<file path="config.mk">
export PLATFORM = sky130hd
export DESIGN_NAME = top
export DESIGN_NICKNAME = d
export VERILOG_FILES = /design/src/rtl/top.sv
export SDC_FILE = /design/constraint.sdc
export NUM_CORES = 1
export LEC_CHECK = 0
export CAP_MARGIN = 10
export CELL_PAD_IN_SITES_DETAIL_PLACEMENT = 0
export CELL_PAD_IN_SITES_GLOBAL_PLACEMENT = 1
export CORE_MARGIN = 5
export CORE_UTILIZATION = 25
export CTS_BUF_LIST = sky130_fd_sc_hd__clkbuf_8
export DETAILED_ROUTE_END_ITERATION = 8
export PLACE_DENSITY = 0.47
export SYNTH_ARGS = -nofsm -noshare
export SYNTH_HDL_FRONTEND = slang
export SYNTH_SLANG_ARGS = --single-unit
</file>
<file path="constraint.sdc">
create_clock -name Clk -period 4.3 [get_ports Clk]
set_clock_uncertainty 0.1 [all_clocks]
set_input_delay 0.86 -clock Clk [delete_from_list [all_inputs] [get_ports Clk]]
set_output_delay 0.86 -clock Clk [all_outputs]
set_load 0.02 [all_outputs]
</file>
<file path="src/rtl/top.sv">
`timescale 1ns/1ps
// UART block XOR engine: gathers 16 received 8N1 bytes, XORs the block with KEY, and sends the 16 result bytes back.
// Latency: Tx start bit begins on the same edge that the output register loads, one clock after the 16th byte is stored.
// Backpressure: none on the serial line. Bytes that finish while the transmitter is busy are dropped and not counted.
// Ports: Clk - system clock, rising edge; Rst - synchronous active-high reset;
//        Rx  - asynchronous serial input, idle high; Tx - registered serial output, idle high.
module top #(
  parameter int           CLKS_PER_BIT = 434,
  parameter logic [127:0] KEY          = 128'h2B7E151628AED2A6ABF7158809CF4F3C
) (
  input  logic Clk,
  input  logic Rst,
  input  logic Rx,
  output logic Tx
);

  localparam int            CW        = $clog2(CLKS_PER_BIT + 1);
  localparam logic [CW-1:0] BIT_LAST  = CW'(CLKS_PER_BIT - 1);
  localparam logic [CW-1:0] HALF_LAST = CW'(CLKS_PER_BIT / 2 - 1);

  typedef enum logic [1:0] {RX_IDLE, RX_START, RX_DATA, RX_STOP} rx_state_t;
  typedef enum logic [1:0] {TX_IDLE, TX_START, TX_DATA, TX_STOP} tx_state_t;

  // ---------------- input synchronizer and arming ----------------
  logic          r_rx_meta, r_rx_sync, r_rx_prev;
  logic          r_armed;
  logic [CW-1:0] r_arm_cnt;

  // ---------------- receiver ----------------
  rx_state_t     r_rx_state, w_rx_state_nxt;
  logic [CW-1:0] r_rx_cnt, w_rx_cnt_nxt;
  logic [2:0]    r_rx_bit, w_rx_bit_nxt;
  logic [7:0]    r_rx_shift, w_rx_shift_nxt;
  logic          w_byte_vld, w_frame_err;

  // ---------------- block assembly ----------------
  logic [127:0]  r_block, r_out;
  logic [3:0]    r_byte_cnt;
  logic          r_load_pend;
  logic          w_tx_busy, w_store;
  logic [6:0]    w_rx_base;

  // ---------------- transmitter ----------------
  tx_state_t     r_tx_state, w_tx_state_nxt;
  logic [CW-1:0] r_tx_cnt, w_tx_cnt_nxt;
  logic [2:0]    r_tx_bit, w_tx_bit_nxt;
  logic [3:0]    r_tx_idx, w_tx_idx_nxt;
  logic          r_tx, w_tx_nxt;
  logic [6:0]    w_tx_base;
  logic [7:0]    w_tx_byte;

  always_ff @(posedge Clk) begin
    if (Rst) begin
      r_rx_meta <= 1'b1;
      r_rx_sync <= 1'b1;
      r_rx_prev <= 1'b1;
    end else begin
      r_rx_meta <= Rx;
      r_rx_sync <= r_rx_meta;
      r_rx_prev <= r_rx_sync;
    end
  end

  // The receiver only listens after a full bit time of continuous idle, so a
  // line stuck low (or a broken frame) cannot be mistaken for a start bit.
  always_ff @(posedge Clk) begin
    if (Rst) begin
      r_armed   <= 1'b0;
      r_arm_cnt <= '0;
    end else if (w_frame_err) begin
      r_armed   <= 1'b0;
      r_arm_cnt <= '0;
    end else if (!r_armed) begin
      if (!r_rx_sync) begin
        r_arm_cnt <= '0;
      end else if (r_arm_cnt == BIT_LAST) begin
        r_armed <= 1'b1;
      end else begin
        r_arm_cnt <= r_arm_cnt + CW'(1);
      end
    end
  end

  always_ff @(posedge Clk) begin
    if (Rst) begin
      r_rx_state <= RX_IDLE;
      r_rx_cnt   <= '0;
      r_rx_bit   <= '0;
      r_rx_shift <= '0;
    end else begin
      r_rx_state <= w_rx_state_nxt;
      r_rx_cnt   <= w_rx_cnt_nxt;
      r_rx_bit   <= w_rx_bit_nxt;
      r_rx_shift <= w_rx_shift_nxt;
    end
  end

  always_comb begin
    w_rx_state_nxt = r_rx_state;
    w_rx_cnt_nxt   = r_rx_cnt;
    w_rx_bit_nxt   = r_rx_bit;
    w_rx_shift_nxt = r_rx_shift;
    w_byte_vld     = 1'b0;
    w_frame_err    = 1'b0;
    case (r_rx_state)
      RX_IDLE: begin
        if (r_armed && r_rx_prev && !r_rx_sync) begin
          w_rx_state_nxt = RX_START;
          w_rx_cnt_nxt   = '0;
        end
      end
      RX_START: begin
        // Half a bit in: a line that is high again was only a glitch.
        if (r_rx_cnt == HALF_LAST) begin
          w_rx_cnt_nxt = '0;
          if (r_rx_sync) begin
            w_rx_state_nxt = RX_IDLE;
          end else begin
            w_rx_state_nxt = RX_DATA;
            w_rx_bit_nxt   = '0;
          end
        end else begin
          w_rx_cnt_nxt = r_rx_cnt + CW'(1);
        end
      end
      RX_DATA: begin
        if (r_rx_cnt == BIT_LAST) begin
          w_rx_cnt_nxt   = '0;
          w_rx_shift_nxt = {r_rx_sync, r_rx_shift[7:1]};  // LSB arrives first
          if (r_rx_bit == 3'd7) begin
            w_rx_state_nxt = RX_STOP;
          end else begin
            w_rx_bit_nxt = r_rx_bit + 3'd1;
          end
        end else begin
          w_rx_cnt_nxt = r_rx_cnt + CW'(1);
        end
      end
      RX_STOP: begin
        if (r_rx_cnt == BIT_LAST) begin
          w_rx_cnt_nxt   = '0;
          w_rx_state_nxt = RX_IDLE;
          if (r_rx_sync) begin
            w_byte_vld = 1'b1;
          end else begin
            w_frame_err = 1'b1;
          end
        end else begin
          w_rx_cnt_nxt = r_rx_cnt + CW'(1);
        end
      end
      default: w_rx_state_nxt = RX_IDLE;
    endcase
  end

  // Byte n of the block lives at bits [127-8n -: 8], i.e. base = (15-n)*8.
  assign w_rx_base = {~r_byte_cnt, 3'b000};
  assign w_tx_busy = (r_tx_state != TX_IDLE) || r_load_pend;
  assign w_store   = w_byte_vld && !w_tx_busy;

  always_ff @(posedge Clk) begin
    if (Rst) begin
      r_block     <= '0;
      r_out       <= '0;
      r_byte_cnt  <= '0;
      r_load_pend <= 1'b0;
    end else begin
      r_load_pend <= 1'b0;
      if (w_store) begin
        r_block[w_rx_base +: 8] <= r_rx_shift;
        r_byte_cnt              <= r_byte_cnt + 4'd1;
        r_load_pend             <= (r_byte_cnt == 4'hF);
      end
      if (r_load_pend) begin
        r_out <= r_block ^ KEY;
      end
    end
  end

  assign w_tx_base = {~r_tx_idx, 3'b000};
  assign w_tx_byte = r_out[w_tx_base +: 8];

  always_ff @(posedge Clk) begin
    if (Rst) begin
      r_tx_state <= TX_IDLE;
      r_tx_cnt   <= '0;
      r_tx_bit   <= '0;
      r_tx_idx   <= '0;
      r_tx       <= 1'b1;
    end else begin
      r_tx_state <= w_tx_state_nxt;
      r_tx_cnt   <= w_tx_cnt_nxt;
      r_tx_bit   <= w_tx_bit_nxt;
      r_tx_idx   <= w_tx_idx_nxt;
      r_tx       <= w_tx_nxt;
    end
  end

  // The line level for the next bit is decided at each bit boundary and
  // registered, so Tx changes exactly once per bit and never glitches.
  always_comb begin
    w_tx_state_nxt = r_tx_state;
    w_tx_cnt_nxt   = r_tx_cnt;
    w_tx_bit_nxt   = r_tx_bit;
    w_tx_idx_nxt   = r_tx_idx;
    w_tx_nxt       = r_tx;
    case (r_tx_state)
      TX_IDLE: begin
        w_tx_nxt = 1'b1;
        // Start bit goes out on the same edge the output register loads;
        // the first data bit is read from r_out a full bit later.
        if (r_load_pend) begin
          w_tx_state_nxt = TX_START;
          w_tx_cnt_nxt   = '0;
          w_tx_idx_nxt   = '0;
          w_tx_nxt       = 1'b0;
        end
      end
      TX_START: begin
        if (r_tx_cnt == BIT_LAST) begin
          w_tx_state_nxt = TX_DATA;
          w_tx_cnt_nxt   = '0;
          w_tx_bit_nxt   = '0;
          w_tx_nxt       = w_tx_byte[0];
        end else begin
          w_tx_cnt_nxt = r_tx_cnt + CW'(1);
        end
      end
      TX_DATA: begin
        if (r_tx_cnt == BIT_LAST) begin
          w_tx_cnt_nxt = '0;
          if (r_tx_bit == 3'd7) begin
            w_tx_state_nxt = TX_STOP;
            w_tx_nxt       = 1'b1;
          end else begin
            w_tx_bit_nxt = r_tx_bit + 3'd1;
            w_tx_nxt     = w_tx_byte[r_tx_bit + 3'd1];
          end
        end else begin
          w_tx_cnt_nxt = r_tx_cnt + CW'(1);
        end
      end
      TX_STOP: begin
        if (r_tx_cnt == BIT_LAST) begin
          w_tx_cnt_nxt = '0;
          if (r_tx_idx == 4'hF) begin
            w_tx_state_nxt = TX_IDLE;
            w_tx_nxt       = 1'b1;
          end else begin
            // Next start bit follows the stop bit with no idle gap.
            w_tx_state_nxt = TX_START;
            w_tx_idx_nxt   = r_tx_idx + 4'd1;
            w_tx_nxt       = 1'b0;
          end
        end else begin
          w_tx_cnt_nxt = r_tx_cnt + CW'(1);
        end
      end
      default: begin
        w_tx_state_nxt = TX_IDLE;
        w_tx_nxt       = 1'b1;
      end
    endcase
  end

  assign Tx = r_tx;

endmodule

</file>
* Word-level counts from Yosys, hierarchy flattened *
Index checks and enable logic that the tools add are counted.

storage, ports and cells
  output and inout bits = 1
  input port bits = 3
  word-level logic and storage cells = 143
  register bits after elaboration = 315

operators by class
  bitwise gates (word level) = 5
  shift-type cells = 3
  $lt $le $gt $ge = 1
  reductions and logical operators = 24
  add/sub/neg operators = 8
  equality and inequality tests = 29
  multiplexer cells = 55

operators by type and width
  operator                   number
  $bwmux W128                1
  $shift A8 B9 Y128 const A  1
  $shiftx A128 B8 Y8         1
  $shiftx A8 B9 Y128         1
  $not A65 Y65               1
  $mux W9                    7
  $ne A2 B2 Y1 const B       15
  $add A9 B1 Y9 const B      3
  $eq A9 B9 Y1 const B       3
  $pmux W9 S3                1
  $mux W2                    11
  $mux W3                    7
  $pmux W9 S2                1
  $mux W1                    17
  $pmux W2 S4                2
  $reduce_and A5 Y1          3
  $mux W4                    3
  $pmux W3 S2                2
  $eq A9 B8 Y1 const B       1
  $neg A7 Y9                 1
  $add A4 B1 Y4 const B      2
  $eq A2 B2 Y1 const B       4
  $eq A4 B4 Y1 const B       2
  $not A4 Y4                 2
  other kinds (18)           33

* Depth between registers and ports, before layout *
  depth after elaboration = 7
  gate-level depth with buffers = 11
  mapped depth without buffers = 9

* Worst setup path before layout *
No wires, ideal clock.

  path kind = register -> register
  start = reg r_rx_cnt[6]
  end = reg r_block[124]
  library setup time = 0.070 ns
  arrival = 2.356 ns
  required time = 4.130 ns
  cell stages (with the launch flop) = 9
  slack = 1.774 ns
  path buffers = 1
  period minus slack after synthesis = 2.526 ns
  path through = dfxtp_1 or4b_4 nor4_4 nand2_1 nor3_2 nand2_2 buf_6 or3_1 a21oi_1

between the ends
  word-level cells in the longest chain between the ends = 4

ends and longest elaborated chain
  element                          line  text
  from (decl)                      31    logic [CW-1:0] r_rx_cnt, w_rx_cnt_nxt;
  from (signal assigned)           92    r_rx_cnt <= w_rx_cnt_nxt;
  $eq A9 B9 Y1                     140   if (r_rx_cnt == BIT_LAST) begin
  $mux W1                          140
  $mux W1                          105   case (r_rx_state)
  $logic_and A1 B1 Y1              159   assign w_store = w_byte_vld && !w_tx_busy;
  to (signal, indexed assignment)  170   r_block[w_rx_base +: 8] <= r_rx_shift;
  to (decl)                        37    logic [127:0] r_block, r_out;

Every way passes these cells.
A chain may end at the register's enable or synchronous reset.

* Final worst setup path *
  start = reg r_tx_state[0]
  end = reg r_block[30]

between the ends
  word-level cells in the longest chain between the ends = 4

ends and longest elaborated chain
  element                 line  text
  from (decl)             44    tx_state_t r_tx_state, w_tx_state_nxt;
  from (signal assigned)  191   r_tx_state <= w_tx_state_nxt;
  $reduce_bool A2 Y1      158   assign w_tx_busy = (r_tx_state != TX_IDLE) || r_load_pend;
  $logic_or A1 B1 Y1      158
  $logic_not A1 Y1        159
  $logic_and A1 B1 Y1     159

Every way passes these cells.

==> summary.txt <==
CTS
  • Post-CTS sizing: 0
  • H-Tree Depth: 2
  • Clk sinks: 315
  • # Post-CTS Setup Buffers: 0
  • CTS hold repair buffers: 0
  • Clk slew on worst S/H paths: 0.06 ns
  • Worst-case clock buffer depth: 3
  • CTS tree: built
  • CTS Buf Count: 58
  • Worst-skew pair later-pin latency: 0.65 ns
  • Root buf cell: clkbuf_8

Cells and area
  • Share of layout cells above drive strength 1: 9.190%
  • Fill count: 5679
  • Final instance area: 15470 um^2
  • Nets: 1533
  • Multi-input gate area: 6588 um^2
  • Layout area overhead: 14.17%
  • Register area: 6312 um^2

Synth
  • Yosys reg bits: 315
  • Cell taking the most area after synthesis: dfxtp_1
  • Xor-xnor portion of the synthesized cell area: 0.9050%
  • Top-count cell post-synth: dfxtp_1
  • Multiplexer share of the synthesized area: 18.64%
  • Cell variety after synth: 52
  • Mapped Area: 13550 um^2
  • Synth Flop Type: dfxtp_1
  • Synth top area cells: dfxtp_1 (47%), mux2i_1 (16%), nor2_1 (8.0%)
  • Sequential area share after synthesis: 46.54%
  • Post-synthesis compound-gate area fraction: 7.738%
  • Largest family of logic cells by synthesized area: simple AND/OR/NAND/NOR gates
  • Mapped Nets: 1548
  • Area fraction of the dominant cell type after synthesis: 46.54%
  • Post-Synth Adder-Cell Area: 1.755%
  • Post-synth EDFFs: 0
  • Syn_area_per_cell: 8.879 um^2
  • Syn. warnings: 0
  • Async S/R FF share, synth: 0%
  • Post-Syn Instances: 1526
  • Most frequent cells after synthesis: dfxtp_1 (315), nor2_1 (289), mux2i_1 (213), a21oi_1 (111), nand2_1 (109)
  • Simple-gate share of the synthesized area: 19.45%

Hold path
  • Min-Delay Path Depth: 1
  • Worst Hold Launch: r_rx_meta
  • Hold Path End: r_rx_sync
  • Hold Crit Class: flop to flop

GRT
  • Vias in the first global route: 10040
  • Busiest grt layer: met2
  • Largest net degree at the start of global routing: 155
  • Total GRT Usage: 13.42%
  • First-pass GRT wire length: 62.31 mm
  • Met3 Track Usage GR: 2.849%
  • Initial antenna violation count: 1
  • Met1 usage: 18.72%
  • Total gr overflow: 0
  • Met2 usage: 20.50%

STA
  • Final setup violation count: 0
  • Final Max Slew Viols: 0
  • FMAX: 315.7 MHz
  • Max-slew headroom: 23.07%
  • RSZ-0062 raised after global routing: no
  • Post-route minimum period: 3.168 ns
  • Setup TNS: 0 ns
  • Slew @ Worst Pin: 1.151 ns
  • Final period util: 73.68%
  • Hold Fails Final Rpt: 0

Critical path
  • Worst reg2reg path startpoint: r_tx_state[0]
  • Worst Path Required: 4.77 ns
  • Worst r2r path cells: 10
  • Crit start category: flop
  • CP Data Arrival Time: 3.64 ns
  • CP Class: flop to flop
  • Critical R2R Capture: r_block[30]
  • Flop2flop setup slack: 1.13 ns
  • Crit path max fanout: 16
  • Nature of the critical path endpoint: flop

Pwr
  • Clock Power Share: 46.9%
  • Net Sw Frac: 25.07%
  • Pwr per Cell Area: 400.1 nW/um^2
  • NetSw: 1.551 mW
  • Peak supply drop: 0.0001887 V
  • Sequential power share: 48.1%
  • P_leak: 5.227 nW
  • Internal Power: 4.637 mW
  • Comb pwr share: 5.1%

Floorplanning
  • Die Height: 242.8 um
  • Rows: 85
  • Core Region: 53710 um^2
  • Die area: 58950 um^2
  • Ports: 4
  • Initial Utilization: 25.23%
  • Die X: 242.8 um

Run status
  • Status: finished, final reports clean

Routing
  • DRT Wirelength: 40.12 mm
  • DRC viols: 0
  • Post-route ant nets: 0
  • Wirelength per Cell: 17.81 um
  • Number of vias per cell: 4.571
  • Routed vias: 10300
  • DR pass1 iterations: 5
  • Iteration-0 DRC count of the detailed router: 554

Job
  • Max-cap check violation count: 0

Placement
  • Gpl congestion: 0.7819
  • DP HPWL: 25.45 mm
  • Dpl cell area: 14290 um^2
  • PortBufs: 3
-- flip-flops by register name, indices dropped and copies added (netlist names), 2 cells and up, named ones only --
signal      flops
r_tx_cnt        9
r_rx_bit        3
r_byte_cnt      4
r_tx_bit        3
r_arm_cnt       9
r_tx_state      2
r_tx_idx        4
r_rx_shift      8
r_rx_cnt        9
r_block       128
r_out         128
-- cell usage in the layout, fill, tap and decap left out, drive strengths merged, types with 4 or more instances in the layout --
cell,instances
a211oi,12
a21oi,111
a22oi,7
a31oi,5
and2,4
and3,16
buf,26
clkbuf,74
clkinv,4
dfxtp,315
ha,19
inv,96
mux2,7
mux2i,213
mux4,14
nand2,110
nand2b,10
nand3,59
nand3b,6
nand4,9
nor2,289
nor2b,15
nor3,29
nor3b,9
nor4,7
o211ai,4
o21ai,18
or2,5
or3,15
xnor2,5
xor2,9
-- critical path, cell delays in order, from the launching register on --
cell,delay (ns)
dfxtp_1,0.33
inv_1,0.12
ha_1,0.45
nand3b_1,0.18
nor4_4,0.46
and3_1,0.38
buf_4,0.22
nand2_1,0.36
nor3_1,0.30
a21oi_1,0.07
nor2_1,0.09
-- layout make-up --
type	instances	area share, %
multi-input combinational	1036	42.58
antenna	1	0.01618
inverter	72	1.747
clock inverter	31	1.035
timing repair buffer	28	1.601
tap	696	5.629
clock buffer	74	6.584
sequential	315	40.80
-- per-stage QoR --
step	hold WS [ns]	total power [mW]	cells	setup WS [ns]	utilization, %
after floorplan	0.2895	3.246	1526	1.774	-
after global placement	0.3121	3.357	2147	1.158	26.60
after detailed placement	0.3127	3.358	2147	1.075	26.60
after CTS	0.3398	6.334	2252	1.042	28.80
after global routing	0.3473	6.508	2253	0.8423	28.80
final	0.3309	6.189	2253	1.132	28.80
-- layer usage --
layer	part of all wire [%]	wire [um]	up-vias
met5	0	0	-
met4	2.7	1093	0
met3	4.1	1639	75
met2	44	17620	143
met1	49	19760	4917
li1	-	-	5163
-- worst max-delay path by stage --
stage,start,end,slack (ns),cells past startpoint
after CTS,r_tx_state[0],r_block[39],1.04,8
after detailed placement,r_tx_state[0],r_block[39],1.08,8
after global placement,r_tx_state[0],r_block[25],1.16,10
after floorplan,r_rx_cnt[6],r_block[124],1.77,8
final,r_tx_state[0],r_block[30],1.13,10
after global routing,r_tx_state[0],r_block[30],0.84,10
-- power groups by stage --
stage	combinational, mW	sequential [mW]	clock [mW]
after floorplan	0.233	3.01	0
after global placement	0.319	3.04	0
after detailed placement	0.319	3.04	0
after CTS	0.319	2.98	3.04
after global routing	0.358	2.98	3.17
final	0.313	2.98	2.90
-- logic make-up after synthesis --
family / Yosys count
AND/OR/NAND/NOR: 588
flip-flops: 315
multiplexers: 234
AO/OA/AOI/OAI: 181
buffers and inverters: 175
adder cells (fa/ha/maj): 19
XOR/XNOR: 14
(Power assumes the default switching activity.)
